===== src/rtl/y86_mem_pkg.sv =====
// Shared types and constants for the Y86 unified-memory arbiter.
// Holds the FSM state encoding, pipeline status codes and the command payload.
package y86_mem_pkg;

    localparam int unsigned FETCH_BYTES = 10;
    localparam int unsigned DATA_BYTES  = 8;
    localparam int unsigned FETCH_W     = 8 * FETCH_BYTES;
    localparam int unsigned DATA_W      = 8 * DATA_BYTES;
    localparam int unsigned SIZE_W      = 4;
    localparam int unsigned WDOG_W      = 8;

    typedef enum logic [1:0] {
        ST_IDLE    = 2'd0,
        ST_F_BUSY  = 2'd1,
        ST_M_BUSY  = 2'd2,
        ST_F_DRAIN = 2'd3
    } arb_state_e;

    // Pipeline status codes; an arbiter error is reported to the pipeline as STAT_ADR.
    typedef enum logic [3:0] {
        STAT_AOK = 4'h1,
        STAT_HLT = 4'h2,
        STAT_ADR = 4'h3,
        STAT_INS = 4'h4
    } stat_e;

    typedef struct packed {
        logic              we;
        logic [SIZE_W-1:0] size;
        logic [DATA_W-1:0] wdata;
    } mem_cmd_t;

endpackage


===== src/rtl/y86_mem_arbiter_if.sv =====
// Bundle of fetch-stage, memory-stage and memory-side signals around the arbiter.
// master is the arbiter's view; slave is the pipeline/memory view.
interface y86_mem_arbiter_if #(
    parameter int unsigned ADDR_W = 64
);
    import y86_mem_pkg::*;

    logic                  f_req;
    logic [ADDR_W-1:0]     f_addr;
    logic [FETCH_W-1:0]    f_rdata;
    logic                  f_done;
    logic                  f_err;
    logic                  f_stall;

    logic                  m_req;
    logic                  m_we;
    logic [ADDR_W-1:0]     m_addr;
    logic [DATA_W-1:0]     m_wdata;
    logic [DATA_W-1:0]     m_rdata;
    logic                  m_done;
    logic                  m_err;
    logic                  m_stall;

    logic                  mem_req;
    logic                  mem_we;
    logic [ADDR_W-1:0]     mem_addr;
    logic [DATA_W-1:0]     mem_wdata;
    logic [SIZE_W-1:0]     mem_size;
    logic                  mem_ack;
    logic                  mem_err;
    logic [FETCH_W-1:0]    mem_rdata;

    modport master (
        input  f_req, f_addr,
        output f_rdata, f_done, f_err, f_stall,
        input  m_req, m_we, m_addr, m_wdata,
        output m_rdata, m_done, m_err, m_stall,
        output mem_req, mem_we, mem_addr, mem_wdata, mem_size,
        input  mem_ack, mem_err, mem_rdata
    );

    modport slave (
        output f_req, f_addr,
        input  f_rdata, f_done, f_err, f_stall,
        output m_req, m_we, m_addr, m_wdata,
        input  m_rdata, m_done, m_err, m_stall,
        input  mem_req, mem_we, mem_addr, mem_wdata, mem_size,
        output mem_ack, mem_err, mem_rdata
    );

endinterface


===== src/rtl/mem_wdog.sv =====
// Busy-cycle watchdog: counts cycles spent waiting for mem_ack and flags
// expiry once the count reaches LIMIT.
module mem_wdog
    import y86_mem_pkg::*;
#(
    parameter int unsigned LIMIT = 255
) (
    input  logic clk,
    input  logic rst,
    input  logic clear,
    input  logic run,
    output logic expired
);

    logic [WDOG_W-1:0] count;

    assign expired = (count == WDOG_W'(LIMIT));

    // Count holds at LIMIT so a late ack still sees expiry rather than a wrap.
    always_ff @(posedge clk or posedge rst) begin
        if (rst) begin
            count <= '0;
        end else if (clear) begin
            count <= '0;
        end else if (run && !expired) begin
            count <= count + WDOG_W'(1);
        end
    end

endmodule


===== src/rtl/y86_mem_arbiter.sv =====
// Arbitrates the single-ported unified memory between fetch and memory stages,
// holding each request until ack or watchdog abort and returning registered data.
module y86_mem_arbiter
    import y86_mem_pkg::*;
#(
    parameter int unsigned ADDR_W      = 64,
    parameter int unsigned TIMEOUT_CYC = 255
) (
    input  logic               clk,
    input  logic               rst,
    y86_mem_arbiter_if.master  bus
);

    arb_state_e        state;
    arb_state_e        state_next;

    logic              last_m;
    logic              grant_f;
    logic              grant_m;
    logic              fin_f;
    logic              fin_m;
    logic              fin_err;
    logic              cap_f;
    logic              cap_m;
    logic              wd_clear;
    logic              wd_run;
    logic              wd_expired;

    logic [ADDR_W-1:0] addr_next;
    mem_cmd_t          cmd_next;

    mem_wdog #(
        .LIMIT (TIMEOUT_CYC)
    ) u_wdog (
        .clk     (clk),
        .rst     (rst),
        .clear   (wd_clear),
        .run     (wd_run),
        .expired (wd_expired)
    );

    always_ff @(posedge clk or posedge rst) begin
        if (rst) begin
            state <= ST_IDLE;
        end else begin
            state <= state_next;
        end
    end

    // Grant, completion, cancel and abort decisions.
    always_comb begin
        state_next = state;
        grant_f    = 1'b0;
        grant_m    = 1'b0;
        fin_f      = 1'b0;
        fin_m      = 1'b0;
        fin_err    = 1'b0;
        cap_f      = 1'b0;
        cap_m      = 1'b0;
        wd_clear   = 1'b0;
        wd_run     = 1'b0;

        case (state)
            ST_IDLE: begin
                // last_m hands a tie to fetch after a data access, so fetch never starves.
                if (bus.m_req && (!bus.f_req || !last_m)) begin
                    grant_m    = 1'b1;
                    wd_clear   = 1'b1;
                    state_next = ST_M_BUSY;
                end else if (bus.f_req) begin
                    grant_f    = 1'b1;
                    wd_clear   = 1'b1;
                    state_next = ST_F_BUSY;
                end
            end

            ST_F_BUSY: begin
                if (!bus.f_req) begin
                    // Flushed fetch: finish the memory handshake silently.
                    if (bus.mem_ack || wd_expired) begin
                        state_next = ST_IDLE;
                    end else begin
                        wd_clear   = 1'b1;
                        state_next = ST_F_DRAIN;
                    end
                end else if (bus.mem_ack) begin
                    cap_f      = 1'b1;
                    fin_f      = 1'b1;
                    fin_err    = bus.mem_err;
                    state_next = ST_IDLE;
                end else if (wd_expired) begin
                    fin_f      = 1'b1;
                    fin_err    = 1'b1;
                    state_next = ST_IDLE;
                end else begin
                    wd_run = 1'b1;
                end
            end

            ST_M_BUSY: begin
                // m_req is deliberately not looked at: a started data access always completes.
                if (bus.mem_ack) begin
                    cap_m      = !bus.mem_we;
                    fin_m      = 1'b1;
                    fin_err    = bus.mem_err;
                    state_next = ST_IDLE;
                end else if (wd_expired) begin
                    fin_m      = 1'b1;
                    fin_err    = 1'b1;
                    state_next = ST_IDLE;
                end else begin
                    wd_run = 1'b1;
                end
            end

            ST_F_DRAIN: begin
                if (bus.mem_ack || wd_expired) begin
                    state_next = ST_IDLE;
                end else begin
                    wd_run = 1'b1;
                end
            end

            default: begin
                state_next = ST_IDLE;
            end
        endcase
    end

    // Request payload for the winner; otherwise hold what is on the bus.
    always_comb begin
        addr_next      = bus.mem_addr;
        cmd_next.we    = bus.mem_we;
        cmd_next.size  = bus.mem_size;
        cmd_next.wdata = bus.mem_wdata;
        if (grant_m) begin
            addr_next      = bus.m_addr;
            cmd_next.we    = bus.m_we;
            cmd_next.size  = SIZE_W'(DATA_BYTES);
            cmd_next.wdata = bus.m_wdata;
        end else if (grant_f) begin
            addr_next      = bus.f_addr;
            cmd_next.we    = 1'b0;
            cmd_next.size  = SIZE_W'(FETCH_BYTES);
        end
    end

    always_ff @(posedge clk or posedge rst) begin
        if (rst) begin
            bus.mem_req   <= 1'b0;
            bus.mem_we    <= 1'b0;
            bus.mem_addr  <= '0;
            bus.mem_wdata <= '0;
            bus.mem_size  <= '0;
        end else begin
            bus.mem_req   <= (state_next != ST_IDLE);
            bus.mem_we    <= cmd_next.we;
            bus.mem_addr  <= addr_next;
            bus.mem_wdata <= cmd_next.wdata;
            bus.mem_size  <= cmd_next.size;
        end
    end

    // Completion pulses, read data capture and fairness history.
    always_ff @(posedge clk or posedge rst) begin
        if (rst) begin
            bus.f_done  <= 1'b0;
            bus.f_err   <= 1'b0;
            bus.m_done  <= 1'b0;
            bus.m_err   <= 1'b0;
            bus.f_rdata <= '0;
            bus.m_rdata <= '0;
            last_m      <= 1'b0;
        end else begin
            bus.f_done <= fin_f;
            bus.f_err  <= fin_f & fin_err;
            bus.m_done <= fin_m;
            bus.m_err  <= fin_m & fin_err;
            if (cap_f) begin
                bus.f_rdata <= bus.mem_rdata;
            end
            if (cap_m) begin
                bus.m_rdata <= bus.mem_rdata[DATA_W-1:0];
            end
            if (fin_m) begin
                last_m <= 1'b1;
            end else if (fin_f) begin
                last_m <= 1'b0;
            end
        end
    end

    assign bus.f_stall = bus.f_req & ~bus.f_done;
    assign bus.m_stall = bus.m_req & ~bus.m_done;

endmodule

===== src/flat_wrapper.sv =====
// flat-port wrapper written by rule: the top's interface ports become plain ports
module y86_mem_arbiter_flat import y86_mem_pkg::*;
#(
    parameter int unsigned ADDR_W      = 64,
    parameter int unsigned TIMEOUT_CYC = 255
)
  (clk, rst, bus_f_req, bus_f_addr, bus_f_rdata, bus_f_done, bus_f_err, bus_f_stall, bus_m_req, bus_m_we, bus_m_addr, bus_m_wdata, bus_m_rdata, bus_m_done, bus_m_err, bus_m_stall, bus_mem_req, bus_mem_we, bus_mem_addr, bus_mem_wdata, bus_mem_size, bus_mem_ack, bus_mem_err, bus_mem_rdata);
  y86_mem_arbiter_if #(.ADDR_W(ADDR_W)) bus_i ();
  input  logic clk;
  input  logic rst;
  input wire logic [$bits(bus_i.f_req)-1:0] bus_f_req;
  input wire logic [$bits(bus_i.f_addr)-1:0] bus_f_addr;
  output wire logic [$bits(bus_i.f_rdata)-1:0] bus_f_rdata;
  output wire logic [$bits(bus_i.f_done)-1:0] bus_f_done;
  output wire logic [$bits(bus_i.f_err)-1:0] bus_f_err;
  output wire logic [$bits(bus_i.f_stall)-1:0] bus_f_stall;
  input wire logic [$bits(bus_i.m_req)-1:0] bus_m_req;
  input wire logic [$bits(bus_i.m_we)-1:0] bus_m_we;
  input wire logic [$bits(bus_i.m_addr)-1:0] bus_m_addr;
  input wire logic [$bits(bus_i.m_wdata)-1:0] bus_m_wdata;
  output wire logic [$bits(bus_i.m_rdata)-1:0] bus_m_rdata;
  output wire logic [$bits(bus_i.m_done)-1:0] bus_m_done;
  output wire logic [$bits(bus_i.m_err)-1:0] bus_m_err;
  output wire logic [$bits(bus_i.m_stall)-1:0] bus_m_stall;
  output wire logic [$bits(bus_i.mem_req)-1:0] bus_mem_req;
  output wire logic [$bits(bus_i.mem_we)-1:0] bus_mem_we;
  output wire logic [$bits(bus_i.mem_addr)-1:0] bus_mem_addr;
  output wire logic [$bits(bus_i.mem_wdata)-1:0] bus_mem_wdata;
  output wire logic [$bits(bus_i.mem_size)-1:0] bus_mem_size;
  input wire logic [$bits(bus_i.mem_ack)-1:0] bus_mem_ack;
  input wire logic [$bits(bus_i.mem_err)-1:0] bus_mem_err;
  input wire logic [$bits(bus_i.mem_rdata)-1:0] bus_mem_rdata;
  assign bus_i.f_req = bus_f_req;
  assign bus_i.f_addr = bus_f_addr;
  assign bus_f_rdata = bus_i.f_rdata;
  assign bus_f_done = bus_i.f_done;
  assign bus_f_err = bus_i.f_err;
  assign bus_f_stall = bus_i.f_stall;
  assign bus_i.m_req = bus_m_req;
  assign bus_i.m_we = bus_m_we;
  assign bus_i.m_addr = bus_m_addr;
  assign bus_i.m_wdata = bus_m_wdata;
  assign bus_m_rdata = bus_i.m_rdata;
  assign bus_m_done = bus_i.m_done;
  assign bus_m_err = bus_i.m_err;
  assign bus_m_stall = bus_i.m_stall;
  assign bus_mem_req = bus_i.mem_req;
  assign bus_mem_we = bus_i.mem_we;
  assign bus_mem_addr = bus_i.mem_addr;
  assign bus_mem_wdata = bus_i.mem_wdata;
  assign bus_mem_size = bus_i.mem_size;
  assign bus_i.mem_ack = bus_mem_ack;
  assign bus_i.mem_err = bus_mem_err;
  assign bus_i.mem_rdata = bus_mem_rdata;
  y86_mem_arbiter #(.ADDR_W(ADDR_W), .TIMEOUT_CYC(TIMEOUT_CYC)) u_core (.clk(clk), .rst(rst), .bus(bus_i));
endmodule

===== config.mk =====
export PLATFORM = sky130hd
export DESIGN_NAME = y86_mem_arbiter_flat
export DESIGN_NICKNAME = d
export VERILOG_FILES = /design/src/rtl/y86_mem_pkg.sv /design/src/rtl/y86_mem_arbiter_if.sv /design/src/rtl/mem_wdog.sv /design/src/rtl/y86_mem_arbiter.sv /design/src/flat_wrapper.sv
export SDC_FILE = /design/constraint.sdc
export NUM_CORES = 1
export LEC_CHECK = 0
export CELL_PAD_IN_SITES_DETAIL_PLACEMENT = 2
export CELL_PAD_IN_SITES_GLOBAL_PLACEMENT = 2
export CORE_AREA = 2 2 222 224
export DETAILED_ROUTE_END_ITERATION = 10
export DIE_AREA = 0 0 224 226
export PLACE_DENSITY_LB_ADDON = 0.12
export SYNTH_ARGS = -nofsm -noshare
export SYNTH_HDL_FRONTEND = slang
export SYNTH_SLANG_ARGS = --single-unit

===== constraint.sdc =====
create_clock -name clk -period 15.1 [get_ports clk]
set_input_delay 2.265 -clock clk [delete_from_list [all_inputs] [get_ports clk]]
set_output_delay 2.265 -clock clk [all_outputs]
set_load 0.01 [all_outputs]

; After elaboration in Yosys (flattened, before gate mapping)
; Cells that the tools add are included.
[word_totals]
reg_bits = 293
output_inout_bits = 284
[classes]
addsub = 1
n_eq_ne = 4
n_mux = 42
bitwise = 6
n_reduce_logical = 13
[op_table]
columns = cell, count
row1 = 64-bit two-way mux, 2
row2 = 1-bit two-way mux, 25
row3 = 8-bit two-way mux, 2
row4 = 2-bit two-way mux, 7
row5 = 5-bit two-way mux, 2
row6 = "8-bit by 1-bit adder with 8-bit output, second input constant", 1
row7 = "8-bit equality test, second input constant", 1
row8 = 2-bit one-hot mux with 4 select lines, 1
row9 = 2-bit nonzero test, 4
row10 = 1-bit AND, 4
row11 = "2-bit equality test, second input constant", 2
row12 = 1-bit logical NOT, 4
row13 = 1-bit one-hot mux with 2 select lines, 2
row14 = 1-bit one-hot mux with 3 select lines, 1
row15 = "2-bit by 1-bit equality test with 1-bit output, second input constant", 1
row16 = 1-bit logical AND, 2
row17 = 2-bit logical NOT, 1
row18 = 1-bit logical OR, 2
row19 = 1-bit inverter, 2

; Logic depth before layout (Yosys ltp)
; Gate-level depths: netlist of run 1.
[logic_depth]
depth_word = 8
mapped_depth = 9
depth_no_buf = 6

; Modules after synthesis
; Synthesis of run 1 repeated with hierarchy kept, for this count alone.
[hier_totals]
hier_cells = 906
area_unflattened_um2 = 11776.3
[modules_own_cells]
columns = module, instances, cells_each, area_each_um2, seq_area_each_um2
row1 = y86_mem_arbiter, 1, 858, 11284.6, 7081.8
row2 = mem_wdog, 1, 48, 491.7, 200.2

; Worst setup path after synthesis of run 1
; OpenSTA, ideal clock, no wires.
[synth_path]
kind = input-to-output
start = in bus_f_req
end = out bus_f_stall
arrival_time_ns = 2.591
setup_slack_ns = 10.244
cell_stages = 3
path_cell_list = buf_6 -> inv_1 -> nor2_1
[synth_via]
elab_chain_len = 1
[synth_lines]
columns = item, line
row1 = "start, declared", flat_wrapper.sv:11  ; input wire logic [$bits(bus_i.f_req)-1:0] bus_f_req;
row2 = 1-bit AND, y86_mem_arbiter.sv:193  ; assign bus.f_stall = bus.f_req & ~bus.f_done;
row3 = "end, declared", flat_wrapper.sv:16  ; output wire logic [$bits(bus_i.f_stall)-1:0] bus_f_stall;
; No other way between the ends.

; Worst setup path in the final report of run 1
; Same ends and word-level chain as after synthesis.

==> flow_summary.ini, run 1 <==
[floorplan]
start_util_pct = 23.6
die_area_mm2 = 0.0506
coreArea_mm2 = 0.0483
ios = 563
die_x_um = 224
fp.dieH_um = 226
fp-row-count = 81

[yosys]
avgSynthCellArea_um2 = 13.8
yosys.area.top_type = dfrtp_1
synth_compound_area_share_pct = 8.23
synth_cell_type_count = 39
synthCells = 828
synth_seq_cells = 291
synth_edf_count = 0
synthTopCellsByArea = dfrtp_1 (64%), mux2_2 (17%), o22ai_1 (3.5%)
synthAdderAreaFrac_pct = 0.548
synth_top_area_share_pct = 63.8
async_flop_share_pct = 100
synth_xor_xnor_area_share_pct = 0.0768
synthSimpleGateAreaFrac_pct = 3.54
synth_area_mm2 = 0.0114
synth_top_family_by_area = multiplexers
ys.warnings.count = 0
synth_mux_area_share_pct = 20.6
yosysSeqAreaShare_pct = 63.8
synthFlopType = dfrtp_1

[global_routing]
track_usage_pct = 17.4
grt_use_met2_pct = 30.0
use_met3_pct = 7.81
met1_usage_pct = 19.5
grt_pass1_vias = 10100
grt_max_degree = 110
busiest_layer = met2
antenna_found_initial = 3
grt-ovfl-total = 0
grt_pass1_wl_um = 65900

[critical_path]
critPathRequiredTime_ns = 12.84
path_class = input port to output pin
crit_end = bus_f_stall
worstSetupStartpoint = bus_f_req
r2r_start = u_core.state[0]
crit_slowest_cell = clkdlybuf4s50_1
slowest_delay_ns = 0.77
crit_chain = clkdlybuf4s50_1 > inv_1 > nor2_1 > clkdlybuf4s50_1
cp_max_fo = 10
cp.arrival_ns = 3.91
r2r_setup_slack_ns = 11.32
crit_buf_inv = 3
cp.depth = 4
r2r_end = u_core.bus.mem_wdata[47]
crit_top_cell = clkdlybuf4s50_1
cp-end-kind = output pin
r2r_cells = 7
worstSetupStartpointType = input port
critPathTopFamily = buffers and inverters

[routing]
detail-route-antenna-nets = 0
dr.pass1.iters = 4
wl_per_cell_um = 22.2
drc = 0
wl_um = 45000
vias = 8988
vias_per_cell = 4.43
drtIter0Drc = 235

[clocking]
cts-root-buf = clkbuf_16
cts.sinks = 291
clock_latency_ns = 0.54
clk_path_buf_depth = 3
clkTransAtPathRegs_ns = 0.05
cts_setup_buffers = 0
cts_buffers = 37
htreeDepth = 2
cts_tree = done
cts_resized = 0
cts_hold_buf = 0

[timing]
fin_ws_ns = 8.92
setup_viol = 0
clock_skew_ns = 0.0135
fin_crit_ns = 6.18
worst_pin_slew_ns = 1.09
fmax_mhz = 162
hold_viol = 0
drv_slew = 0
finalSetupTns_ns = 0
rsz0062_at_grt = no
finalCritPeriodShare_pct = 40.9
relSlewSlack_pct = 27.2

[finish]
nNetsFinal = 1665
layout-drive-gt1-share_pct = 17.3
area_growth_pct = 64.6

[place]
place_hpwl_um = 32900
post-place-ws_ns = 8.74
gp_congestion = 0.743
port_buffers = 560

[flow_run]
cap_violations = 0

[status]
outcome = finished clean

[pwr]
ir_drop_uv = 105
p_leak_uw = 0.00771
power_density_mw_per_mm2 = 215

[min_path]
min_path_type = register to register
-- through the flow --
| step | area (um^2) | utilization (%) | std cells | total power (uW) | hold slack (ns) |
|---|---|---|---|---|---|
| 2_1_floorplan | 11400 | - | 829 | 2130 | 0.475 |
| 3_3_place_gp | 17600 | 36.4 | 1964 | 3170 | 0.455 |
| 3_5_place_dp | 17600 | 36.4 | 1964 | 3210 | 0.464 |
| 4_1_cts | 18800 | 38.8 | 2029 | 4130 | 0.490 |
| 5_1_grt | 18800 | 38.8 | 2030 | 4300 | 0.499 |
| 6_report | 18800 | 38.8 | 2030 | 4040 | 0.484 |
-- power breakdown --
group / switching (uW) / internal [uW] / leakage, uW
registers: 199 / 1160 / 0.00351
clock network: 345 / 531 / 0.000589
logic: 788 / 1020 / 0.00361
total: 1330 / 2710 / 0.00771
-- Yosys cell counts (2+ instances only) --
cell,number
buf_2,23
a21oi_1,7
a21bo_2,2
inv_1,9
clkbuf_1,13
nor3_1,2
buf_1,4
nor2_1,8
ha_1,5
nor2b_1,2
dfrtp_1,291
o22ai_1,64
o21ai_1,64
mux2_1,34
buf_4,10
o31ai_1,5
nand3_1,5
or3_1,3
mux2_2,174
nand2_1,69
buf_6,6
o21ai_0,9
or4_1,3
-- how the worst min path moves through the flow --
stage,start,endpoint,depth (start not counted)
after floorplan,u_core.last_m,u_core.last_m,2
after global placement,u_core.bus.mem_size[3],u_core.bus.mem_size[3],1
after detailed placement,u_core.bus.mem_size[3],u_core.bus.mem_size[3],1
after CTS,u_core.bus.mem_addr[35],u_core.bus.mem_addr[35],2
after global routing,u_core.bus.mem_wdata[12],u_core.bus.mem_wdata[12],1
final,u_core.bus.mem_wdata[8],u_core.bus.mem_wdata[8],1
-- metal layers --
metal	part of all wire, %	vias up
met5	0.062	-
met4	2.1	4
met3	9.6	58
met2	50	326
met1	38	4535
li1	-	4065
-- area by class of cell --
cell class | instances | area (um^2)
fillers | 4961 | 29600
flip-flops and latches | 291 | 7280
repair buffers | 569 | 5670
multi-input cells | 473 | 3800
clock buffers | 63 | 1190
well taps | 622 | 778
inverters | 9 | 41.3
clock inverters | 2 | 13.8
diodes | 1 | 2.50
-- worst reg2reg max path: cells and delay by family, from the launching register on --
family,cells,cell delay (ns)
AND/OR/NAND/NOR,1,0.66
flip-flops,1,0.45
buffers and inverters,4,1.70
adder cells (fa/ha/maj),1,0.38
multiplexers,1,0.47
-- registers in the layout, indices dropped and copies added (netlist names) --
register,count
u_core.bus.mem_we,1
u_core.bus.f_rdata,80
u_core.state,2
u_core.bus.mem_req,1
u_core.bus.m_err,1
u_core.bus.m_done,1
u_core.u_wdog.count,8
u_core.bus.f_done,1
u_core.bus.m_rdata,64
u_core.bus.f_err,1
u_core.last_m,1
u_core.bus.mem_size,2
u_core.bus.mem_wdata,64
u_core.bus.mem_addr,64
-- placed cells by master (no fill, tap or decap), types with 2 or more instances in the layout --
cell type / count
a21bo_2: 2
a21oi_1: 7
buf_4: 9
clkbuf_1: 12
clkbuf_16: 39
clkbuf_8: 12
clkdlybuf4s50_1: 560
conb_1: 2
dfrtp_1: 291
ha_1: 5
inv_1: 8
mux2_1: 34
mux2_2: 174
nand2_1: 69
nand3_1: 4
nor2_1: 8
nor2b_1: 2
nor3_1: 2
o21ai_0: 9
o21ai_1: 64
o22ai_1: 64
o31ai_1: 5
or3_1: 3
or4_1: 3
-- cell families (layout without fill, tap and decap cells) --
group / after synthesis / count (layout)
DFF: 291 / 291
muxes: 209 / 209
AOI/OAI and AO/OA: 160 / 160
and+or+nand+nor: 96 / 96
buffers and inverters: 65 / 643
adders and majority gates: 5 / 5
other: 1 / 3
xor gates and xnor gates: 1 / 1
Note: power is estimated with default switching activity, not from simulation.
==> run 2: changes to the inputs <==
--- a/config.mk
+++ b/config.mk
@@ -7,9 +7,9 @@
 export LEC_CHECK = 0
 export CELL_PAD_IN_SITES_DETAIL_PLACEMENT = 2
 export CELL_PAD_IN_SITES_GLOBAL_PLACEMENT = 2
-export CORE_AREA = 2 2 222 224
+export CORE_AREA = 2 2 217 219
 export DETAILED_ROUTE_END_ITERATION = 10
-export DIE_AREA = 0 0 224 226
+export DIE_AREA = 0 0 219 221
 export PLACE_DENSITY_LB_ADDON = 0.12
 export SYNTH_ARGS = -nofsm -noshare
 export SYNTH_HDL_FRONTEND = slang
==> constraint.sdc (replaced) <==
create_clock -name clk -period 6.3 [get_ports clk]
set_input_delay 0.945 -clock clk [delete_from_list [all_inputs] [get_ports clk]]
set_output_delay 0.945 -clock clk [all_outputs]
set_load 0.01 [all_outputs]
==> flow_summary.ini, run 2 (synthesized netlist as in run 1, its figures left out) <==
[clocking]
cts_tree = done
clock_latency_ns = 0.55
cts-root-buf = clkbuf_16
cts_hold_buf = 0
cts_setup_buffers = 0
htreeDepth = 2
clk_path_buf_depth = 3
cts_buffers = 37
cts.sinks = 291
clkTransAtPathRegs_ns = 0.05
cts_resized = 0

[global_routing]
track_usage_pct = 18.6
grt_pass1_vias = 10100
grt_max_degree = 152
grt_pass1_wl_um = 67200
grt-ovfl-total = 0
antenna_found_initial = 5

[critical_path]
critPathRequiredTime_ns = 5.35
r2r_cells = 5
r2r_start = u_core.state[1]
r2r_end = u_core.bus.f_rdata[70]
r2r_setup_slack_ns = 3.53
cp_max_fo = 10
path_class = input port to output pin
worstSetupStartpoint = bus_f_req
cp-end-kind = output pin
worstSetupStartpointType = input port
cp.arrival_ns = 2.55

[min_path]
worstHoldEndpoint = u_core.bus.mem_size[3]
hold_path_depth = 1
hp-start = u_core.bus.mem_size[3]
min_path_type = register to register

[timing]
fin_crit_ns = 3.50
clock_skew_ns = 0.0151
hold_viol = 0
drv_slew = 0
fin_ws_ns = 2.80
rsz0062_at_grt = no
finalSetupTns_ns = 0
finalCritPeriodShare_pct = 55.5
fmax_mhz = 286
worst_pin_slew_ns = 1.04
setup_viol = 0
relSlewSlack_pct = 30.6

[routing]
route.met3.wl_um = 4940
vias_per_cell = 4.49
dr_wl_met2_um = 22300
wl_per_cell_um = 22.5
drt-met1-wl_um = 17000
wl_um = 45200
drc = 0
vias = 9025
dr.pass1.iters = 4
top_layer_used = met5
detail-route-antenna-nets = 0
drtIter0Drc = 265

[pwr]
ir_drop_uv = 227
p_leak_uw = 0.00769
power_density_mw_per_mm2 = 514

[place]
gp_congestion = 0.783
place_hpwl_um = 33100
placedInstanceArea_mm2 = 0.0176
post-place-ws_ns = 2.55
port_buffers = 560

[finish]
stdcell_area_mm2 = 0.0187
area_growth_pct = 64.4
final_common_cell = clkdlybuf4s50_1
nNetsFinal = 1664
top_register = u_core.bus.f_rdata
layout-drive-gt1-share_pct = 17.4
final_cell_mix = clkdlybuf4s50_1 (560), dfrtp_1 (291), mux2_2 (174), nand2_1 (69)
largest_reg_flops = 80

[floorplan]
fp.dieH_um = 221
start_util_pct = 24.8
fp-row-count = 79
die_area_mm2 = 0.0484
ios = 563
coreArea_mm2 = 0.0461
die_x_um = 219

[flow_run]
cap_violations = 0

[status]
outcome = finished clean
==> run 2: changes by cell type in the layout (fill, tap and decap cells not counted), sizes merged <==
cell / change
clkbuf: -11
clkinv: +9
buf: -1
clkinvlp: +1
inv: -1
==> run 2: worst max-delay path by stage <==
stage	to	slack [ns]	cells past startpoint
after floorplan	u_core.bus.f_done	1.49	1
after global placement	u_core.bus.f_rdata[68]	2.63	4
after detailed placement	u_core.bus.f_rdata[59]	2.55	4
after CTS	bus_f_stall	2.77	4
after global routing	bus_f_stall	2.72	4
final	bus_f_stall	2.80	4
==> run 2: power breakdown <==
group / leakage, uW / internal, uW / switching, uW
clock network: 0.000565 / 1170 / 835
registers: 0.00351 / 2790 / 474
logic: 0.00362 / 2460 / 1920
==> run 2: cell type report <==
cell class | instances | area (um^2)
inverters | 9 | 37.5
flip-flops and latches | 291 | 7280
multi-input cells | 473 | 3800
well taps | 607 | 759
diodes | 1 | 2.50
fillers | 4746 | 27300
repair buffers | 568 | 5730
clock buffers | 52 | 1050
clock inverters | 11 | 81.3
==> run 2: worst max-delay path, cell delays in order <==
cell,delay (ns)
clkdlybuf4s50_1,0.80
inv_1,0.12
nor2_1,0.12
clkdlybuf4s50_1,0.56
==> run 2: metrics by stage <==
step                hold slack [ns]  power [uW]  util (%)  std cells
global route                  0.500       10300      40.7       2011
CTS                           0.473        9850      40.7       2011
detailed placement            0.460        7760      38.2       1948
global placement              0.451        7640      38.2       1948
finish                        0.469        9640      40.7       2012
floorplan                     0.475        5100         -        829
==> run 2: metal layers <==
metal | GRT usage, % | vias to the layer above
li1 | - | 4065
met1 | 20.9 | 4537
met2 | 31.8 | 361
met3 | 8.34 | 54
met4 | 5.23 | 8
met5 | 0 | -
==> run 3: changes to the inputs <==
==> constraint.sdc (replaced) <==
create_clock -name clk -period 3.43 [get_ports clk]
set_input_delay 0.5145 -clock clk [delete_from_list [all_inputs] [get_ports clk]]
set_output_delay 0.5145 -clock clk [all_outputs]
set_load 0.01 [all_outputs]
==> flow_summary.ini, run 3 (synthesized netlist as in run 1, its figures left out) <==
[place]
port_buffers = 560
dp_cells = 1960
place_hpwl_um = 34000
gp_congestion = 0.780

[timing]
clock_skew_ns = 0.0106
finalSetupTns_ns = 0
worst_pin_slew_ns = 0.789
relSlewSlack_pct = 47.3
setup_viol = 0
hold_viol = 0
rsz0062_at_grt = no
finalCritPeriodShare_pct = 76.6
fin_crit_ns = 2.63
drv_slew = 0
holdWs_ns = 0.405
fmax_mhz = 381

[finish]
final_cell_mix = clkdlybuf4s50_1 (560), dfrtp_1 (291), mux2_2 (174), nand2_1 (69)
nNetsFinal = 1677
stdcell_count = 2024
final_util_pct = 41.3
largest_reg_flops = 80
top_register = u_core.bus.f_rdata
layout-drive-gt1-share_pct = 18.1
final_common_cell = clkdlybuf4s50_1
area_growth_pct = 66.7

[global_routing]
antenna_found_initial = 8
grt_max_degree = 100
track_usage_pct = 18.8
grt_pass1_wl_um = 68200
grt-ovfl-total = 0
grt_pass1_vias = 10300

[routing]
dr.pass1.iters = 4
route.met3.wl_um = 5270
dr_wl_met2_um = 22200
wl_per_cell_um = 22.6
vias = 9085
detail-route-antenna-nets = 0
drt-met1-wl_um = 17200
drtIter0Drc = 287
vias_per_cell = 4.49
top_layer_used = met5
drc = 0
wl_um = 45700

[pwr]
total_power_uw = 18000
p_leak_uw = 0.00783
ir_drop_uv = 444
power_density_mw_per_mm2 = 948

[floorplan]
coreArea_mm2 = 0.0461
fp.dieH_um = 221
ios = 563
die_area_mm2 = 0.0484
die_x_um = 219
start_util_pct = 24.8
fp-row-count = 79

[clocking]
cts-root-buf = clkbuf_16
cts_setup_buffers = 0
cts_resized = 0
clock_latency_ns = 0.54
cts_tree = done
cts.sinks = 291
clkTransAtPathRegs_ns = 0.06
cts_buffers = 38
cts_hold_buf = 0
clk_path_buf_depth = 3
htreeDepth = 2

[critical_path]
cp.arrival_ns = 2.11
cp_max_fo = 10
cp-end-kind = output pin
worstSetupStartpointType = input port
path_class = input port to output pin
r2r_setup_slack_ns = 1.12
critPathRequiredTime_ns = 2.92

[min_path]
min_path_type = input port to asynchronous set/reset pin

[status]
outcome = finished clean

[flow_run]
cap_violations = 0
## run 3: path summary, 6_finish.rpt
check                      cells past startpoint              startpoint                        to
max in group asynchronous                      3                     rst  u_core.bus.mem_wdata[30]
min in group clk                               1  u_core.bus.mem_size[3]    u_core.bus.mem_size[3]
hold / removal                                 2                     rst    u_core.bus.m_rdata[10]
setup / recovery                               4               bus_f_req               bus_f_stall
setup reg to reg                               5         u_core.state[0]    u_core.bus.m_rdata[49]
hold reg to reg                                1  u_core.bus.mem_size[3]    u_core.bus.mem_size[3]
## run 3: cell type report
type	count	area, um^2
fill	4727	27000
sequential	291	7280
timing repair buffer	580	5910
multi-input combinational	473	3800
clock buffer	57	1180
tap	607	759
clock inverter	5	50.0
inverter	9	37.5
antenna	2	5.00
## run 3: power by group
| part | leakage, uW | switching [uW] | internal, uW | total [uW] |
|---|---|---|---|---|
| sequential | 0.00351 | 871 | 5120 | 5990 |
| combinational | 0.00372 | 3530 | 4580 | 8110 |
| clock | 0.000608 | 1520 | 2420 | 3940 |
## run 3: critical path, cell delays in order
cell and delay (ns):
clkdlybuf4s50_1 0.79, inv_1 0.13, nor2_1 0.13, clkdlybuf4s50_1 0.55
## run 3: layer usage
layer	GRT usage, %	up-vias
met3	8.93	62
met5	0	-
met1	20.7	4568
li1	-	4080
met2	32.3	365
met4	5.34	10
## run 3: stage by stage
stage | cell area [um^2] | setup WS (ns)
floorplan | 11400 | -0.946
global placement | 17800 | 0.574
detailed placement | 17800 | 0.604
CTS | 19000 | 0.782
global route | 19000 | 0.684
finish | 19000 | 0.804
==> RTL change 1, RTL diff (flow settings as in run 3) <==
The 4 states of `arb_state_e` get a Gray code encoding in 2 bits.
--- a/src/rtl/y86_mem_pkg.sv
+++ b/src/rtl/y86_mem_pkg.sv
@@ -11,8 +11,8 @@
 
     typedef enum logic [1:0] {
-        ST_IDLE    = 2'd0,
-        ST_F_BUSY  = 2'd1,
-        ST_M_BUSY  = 2'd2,
-        ST_F_DRAIN = 2'd3
+        ST_IDLE    = 2'b00,
+        ST_F_BUSY  = 2'b01,
+        ST_M_BUSY  = 2'b11,
+        ST_F_DRAIN = 2'b10
     } arb_state_e;
 
Formal check against the unedited RTL: no difference found for any inputs over 4 cycles, from zero or initial values and one cycle with rst high; so few cycles prove little.
==> RTL change 1 against run 3 <==
- routed wire length is 4.2% lower
- setup slack better by 0.048 ns
- sequential cell count stayed put
- utilization is 0.26 points higher
- cell area is 0.63% higher
- via count is 3.7% lower
- area after synthesis is 1.4% higher
- synthesized cell count is 2.7% lower
- power is 0.63% lower
- register-to-register slack better by 0.54 ns
- critical path type unchanged
==> RTL change 1: results (changes against run 3) <==
- Netlist cell types: 37 (was 39)
- Fin worst setup slack: 0.852 ns (was 0.804 ns)
- Routing usage on met2: 0.305 (was 0.323)
- WL met2: 21.5 mm (was 22.2 mm)
- Placed cells: 1,940 (was 1,960)
- Synth top cells by count: 291 x dfrtp_1, 207 x mux2_2, 68 x mux2i_1, 68 x nand2_1, 64 x o21ai_1 (was 291 x dfrtp_1, 174 x mux2_2, 69 x nand2_1)
- NumNets Final: 1,652 (was 1,677)
- Bufs w/o clock: 573 (was 580)
- Grt met3 use: 0.0929 (was 0.0893)
- Initial antenna violation count: 7 (was 8)
- Largest register FFs: 80 (unchanged)
- Status: completed (unchanged)
- Top cells by area, synth: dfrtp_1 63%, mux2_2 20%, mux2i_1 5.9%, o21ai_1 2.8%, nand2_1 2.2% (was dfrtp_1 64%, mux2_2 17%, o22ai_1 3.5%, mux2_1 3.4%, o21ai_1 2.8%)
- Metal-1 WL: 16.2 mm (was 17.2 mm)
- CP Data Arrival Time: 2.06 ns (was 2.11 ns)
- Reg2Reg Depth: 4 (was 5)
- Inverters: 6 (was 9)
- Post-synthesis sequential area ratio: 0.630 (was 0.638)
- Vias per inst: 4.36 (was 4.49)
- Layout cells sized above 1: 0.203 (was 0.181)
- Sequential power share: 0.334 (was 0.332)
- Place WS: 0.708 ns (was 0.604 ns)
- Non-clock buffering overhead: 0.305 (was 0.310)
- Met3 WL post-DR: 5.17 mm (was 5.27 mm)
- Peak supply drop: 0.416 mV (was 0.444 mV)
- FF-to-FF Start: u_core.state[0] (unchanged)
- Placed Area: 0.0179 mm² (was 0.0178 mm²)
- First-pass GRT wire length: 65.0 mm (was 68.2 mm)
- Clock-cell share of area: 0.0664 (was 0.0645)
- Largest net degree at the start of global routing: 131 (was 100)
- Routability cong.: 0.753 (was 0.780)
- Post-DP HPWL: 32.8 mm (was 34.0 mm)
- Clock buffer cells: 56 (was 57)
- Drt initial violations: 237 (was 287)
- P_leak: 0.00832 µW (was 0.00783 µW)
- Fin area: 0.0191 mm² (was 0.0190 mm²)
- Fillers: 4,717 (was 4,727)
- ANT cells: 2 (unchanged)
- Global Route Usage Sum: 0.180 (was 0.188)
- Mapped Avg Cell Area: 14.3 µm² (was 13.8 µm²)
- CTS buffer count: 37 (was 38)
- FF-to-FF setup slack: 1.66 ns (was 1.12 ns)
- Logic power comb: 7860 µW (was 8110 µW)
- GR Util met1: 0.198 (was 0.207)
- Least-Margin Pin Slew: 0.612 ns (was 0.789 ns)
- Multi-input gates: 463 (was 473)
- Largest stage delay, worst path: 0.67 ns (was 0.79 ns)
- Post-route insts no fill: 2,007 (was 2,024)
## RTL change 1: worst min-delay path by stage
stage                     depth (start not counted)                      to  slack (ns)              startpoint
after floorplan                                   1  u_core.u_wdog.count[6]        0.45  u_core.u_wdog.count[6]
after global placement                            1  u_core.bus.mem_size[3]        0.45  u_core.bus.mem_size[3]
after CTS                                         2  u_core.bus.f_rdata[69]        0.23                     rst
after global routing                              2  u_core.bus.f_rdata[69]        0.25                     rst
after detailed placement                          1  u_core.bus.mem_size[3]        0.46  u_core.bus.mem_size[3]
final                                             2  u_core.bus.f_rdata[69]        0.27                     rst
## RTL change 1: logic make-up after synthesis
| group | share of synthesized area |
|---|---|
| fa+ha+maj | 0.00108 |
| mux | 0.261 |
| compound gates | 0.0387 |
| other cells | 0.000324 |
| xor+xnor | 0.000757 |
| buf+inv | 0.0305 |
| simple gates | 0.0376 |
| flops | 0.630 |
==> RTL change 2, RTL diff (settings of run 3) <==
Made on the original files. `TIMEOUT_CYC` is set to 255 in 2 places; all go to 191.
--- a/src/rtl/y86_mem_arbiter.sv
+++ b/src/rtl/y86_mem_arbiter.sv
@@ -5,5 +5,5 @@
 #(
     parameter int unsigned ADDR_W      = 64,
-    parameter int unsigned TIMEOUT_CYC = 255
+    parameter int unsigned TIMEOUT_CYC = 191
 ) (
     input  logic               clk,
--- a/src/flat_wrapper.sv
+++ b/src/flat_wrapper.sv
@@ -3,5 +3,5 @@
 #(
     parameter int unsigned ADDR_W      = 64,
-    parameter int unsigned TIMEOUT_CYC = 255
+    parameter int unsigned TIMEOUT_CYC = 191
 )
   (clk, rst, bus_f_req, bus_f_addr, bus_f_rdata, bus_f_done, bus_f_err, bus_f_stall, bus_m_req, bus_m_we, bus_m_addr, bus_m_wdata, bus_m_rdata, bus_m_done, bus_m_err, bus_m_stall, bus_mem_req, bus_mem_we, bus_mem_addr, bus_mem_wdata, bus_mem_size, bus_mem_ack, bus_mem_err, bus_mem_rdata);
Formal check against the unedited RTL: same outputs for any inputs over 4 cycles, from zero or initial values and one cycle with rst high; that may be too few to reach the edited logic, so the function may still have changed.
==> RTL change 2 against run 3 <==
- critical path depth unchanged
- power shrank 1.4%
- routed wire length fell by 2.3%
- area after synthesis about the same
- setup slack lost 0.076 ns
- sequential power barely moved
- combinational power decreased by 0.7%
- sequential cell count is the same
- register-to-register slack worse by 0.05 ns
- cell area increased by 0.28%
- highest routed layer is now met4
==> RTL change 2: results (changes against run 3) <==
- Status: completed (unchanged)
- P_leak: 0.00788 µW (was 0.00783 µW)
- CP Data Arrival Time: 2.19 ns (was 2.11 ns)
- Placed cells: 1,963 (was 1,960)
- Clock Power Share: 0.212 (was 0.218)
- Mux share of post-synthesis cell area: 0.208 (was 0.206)
- Reg2Reg Depth: 6 (was 5)
- RR Endpoint: u_core.bus.mem_wdata[28] (was u_core.bus.m_rdata[49])
- Top cells by area, synth: dfrtp_1 64%, mux2_2 21%, o22ai_1 3.5%, o21ai_0 2.4%, nand2_1 2.3% (was dfrtp_1 64%, mux2_2 17%, o22ai_1 3.5%, mux2_1 3.4%, o21ai_1 2.8%)
- CTS buffer count: 36 (was 38)
- Least-Margin Pin Slew: 0.825 ns (was 0.789 ns)
- Synth top cells by count: 291 x dfrtp_1, 208 x mux2_2, 71 x nand2_1 (was 291 x dfrtp_1, 174 x mux2_2, 69 x nand2_1)
- Synth Area in Compound Gates: 0.0806 (was 0.0823)
- Netlist cell types: 43 (was 39)
- WL met2: 23.9 mm (was 22.2 mm)
- Fillers: 4,764 (was 4,727)
- Mapped Cells: 827 (was 828)
- Via count: 9,032 (was 9,085)
- Layout cells sized above 1: 0.209 (was 0.181)
- NumNets Final: 1,678 (was 1,677)
- Initial antenna violation count: 3 (was 8)
- Peak supply drop: 0.494 mV (was 0.444 mV)
- DR top layer: met4 (was met5)
- Vias per inst: 4.44 (was 4.49)
- Switching part of the total power: 0.328 (about the same)
- Largest stage delay, worst path: 0.73 ns (was 0.79 ns)
- Fin Clk Skew: 0.0239 ns (was 0.0106 ns)
[RTL change 2: changes by cell type after synthesis, sizes merged, moves of 2 or more]
cell	before	now
clkbuf	13	8
buf	43	45
o21ai	74	71
o31ai	5	3
nor2	9	13
mux2i	1	3
nand2	69	71
nand3	5	3
nor3	2	0
[RTL change 2: cell type report]
type	instances	area (µm²)	share of cell area
tap	607	759	0.0398
sequential	291	7280	0.382
multi-input combinational	476	3850	0.202
clock buffer	55	1060	0.0557
antenna	3	7.51	0.000394
clock inverter	11	114	0.00597
timing repair buffer	581	5960	0.313
inverter	8	33.8	0.00177
[RTL change 2: through the flow]
step | total power, µW | setup TNS, ns | instance area [µm²] | worst slack [ns] | hold slack (ns)
after floorplan | 9300 | -275.19 | 11400 | -0.946 | 0.471
after global placement | 14000 | 0 | 17900 | 0.735 | 0.454
after detailed placement | 14200 | 0 | 17900 | 0.708 | 0.456
after CTS | 18200 | 0 | 19100 | 0.724 | 0.317
after global routing | 18900 | 0 | 19100 | 0.604 | 0.351
final | 17800 | 0 | 19100 | 0.727 | 0.336
[RTL change 2: per-layer routing]
layer	up-vias	global-route usage
met3	76	0.0605
met1	4567	0.192
met4	0	0.0732
li1	4107	-
met5	-	0
met2	282	0.337
[RTL change 2: worst min-delay path by stage]
stage                           start                      to  slack (ns)  cells after the start
6_report                          rst  u_core.bus.mem_addr[2]        0.34                      2
5_1_grt                           rst  u_core.bus.mem_addr[2]        0.35                      2
4_1_cts                           rst  u_core.bus.mem_addr[2]        0.32                      2
3_5_place_dp   u_core.bus.mem_size[3]  u_core.bus.mem_size[3]        0.46                      1
3_3_place_gp   u_core.bus.mem_size[3]  u_core.bus.mem_size[3]        0.45                      1
2_1_floorplan           u_core.last_m           u_core.last_m        0.47                      2
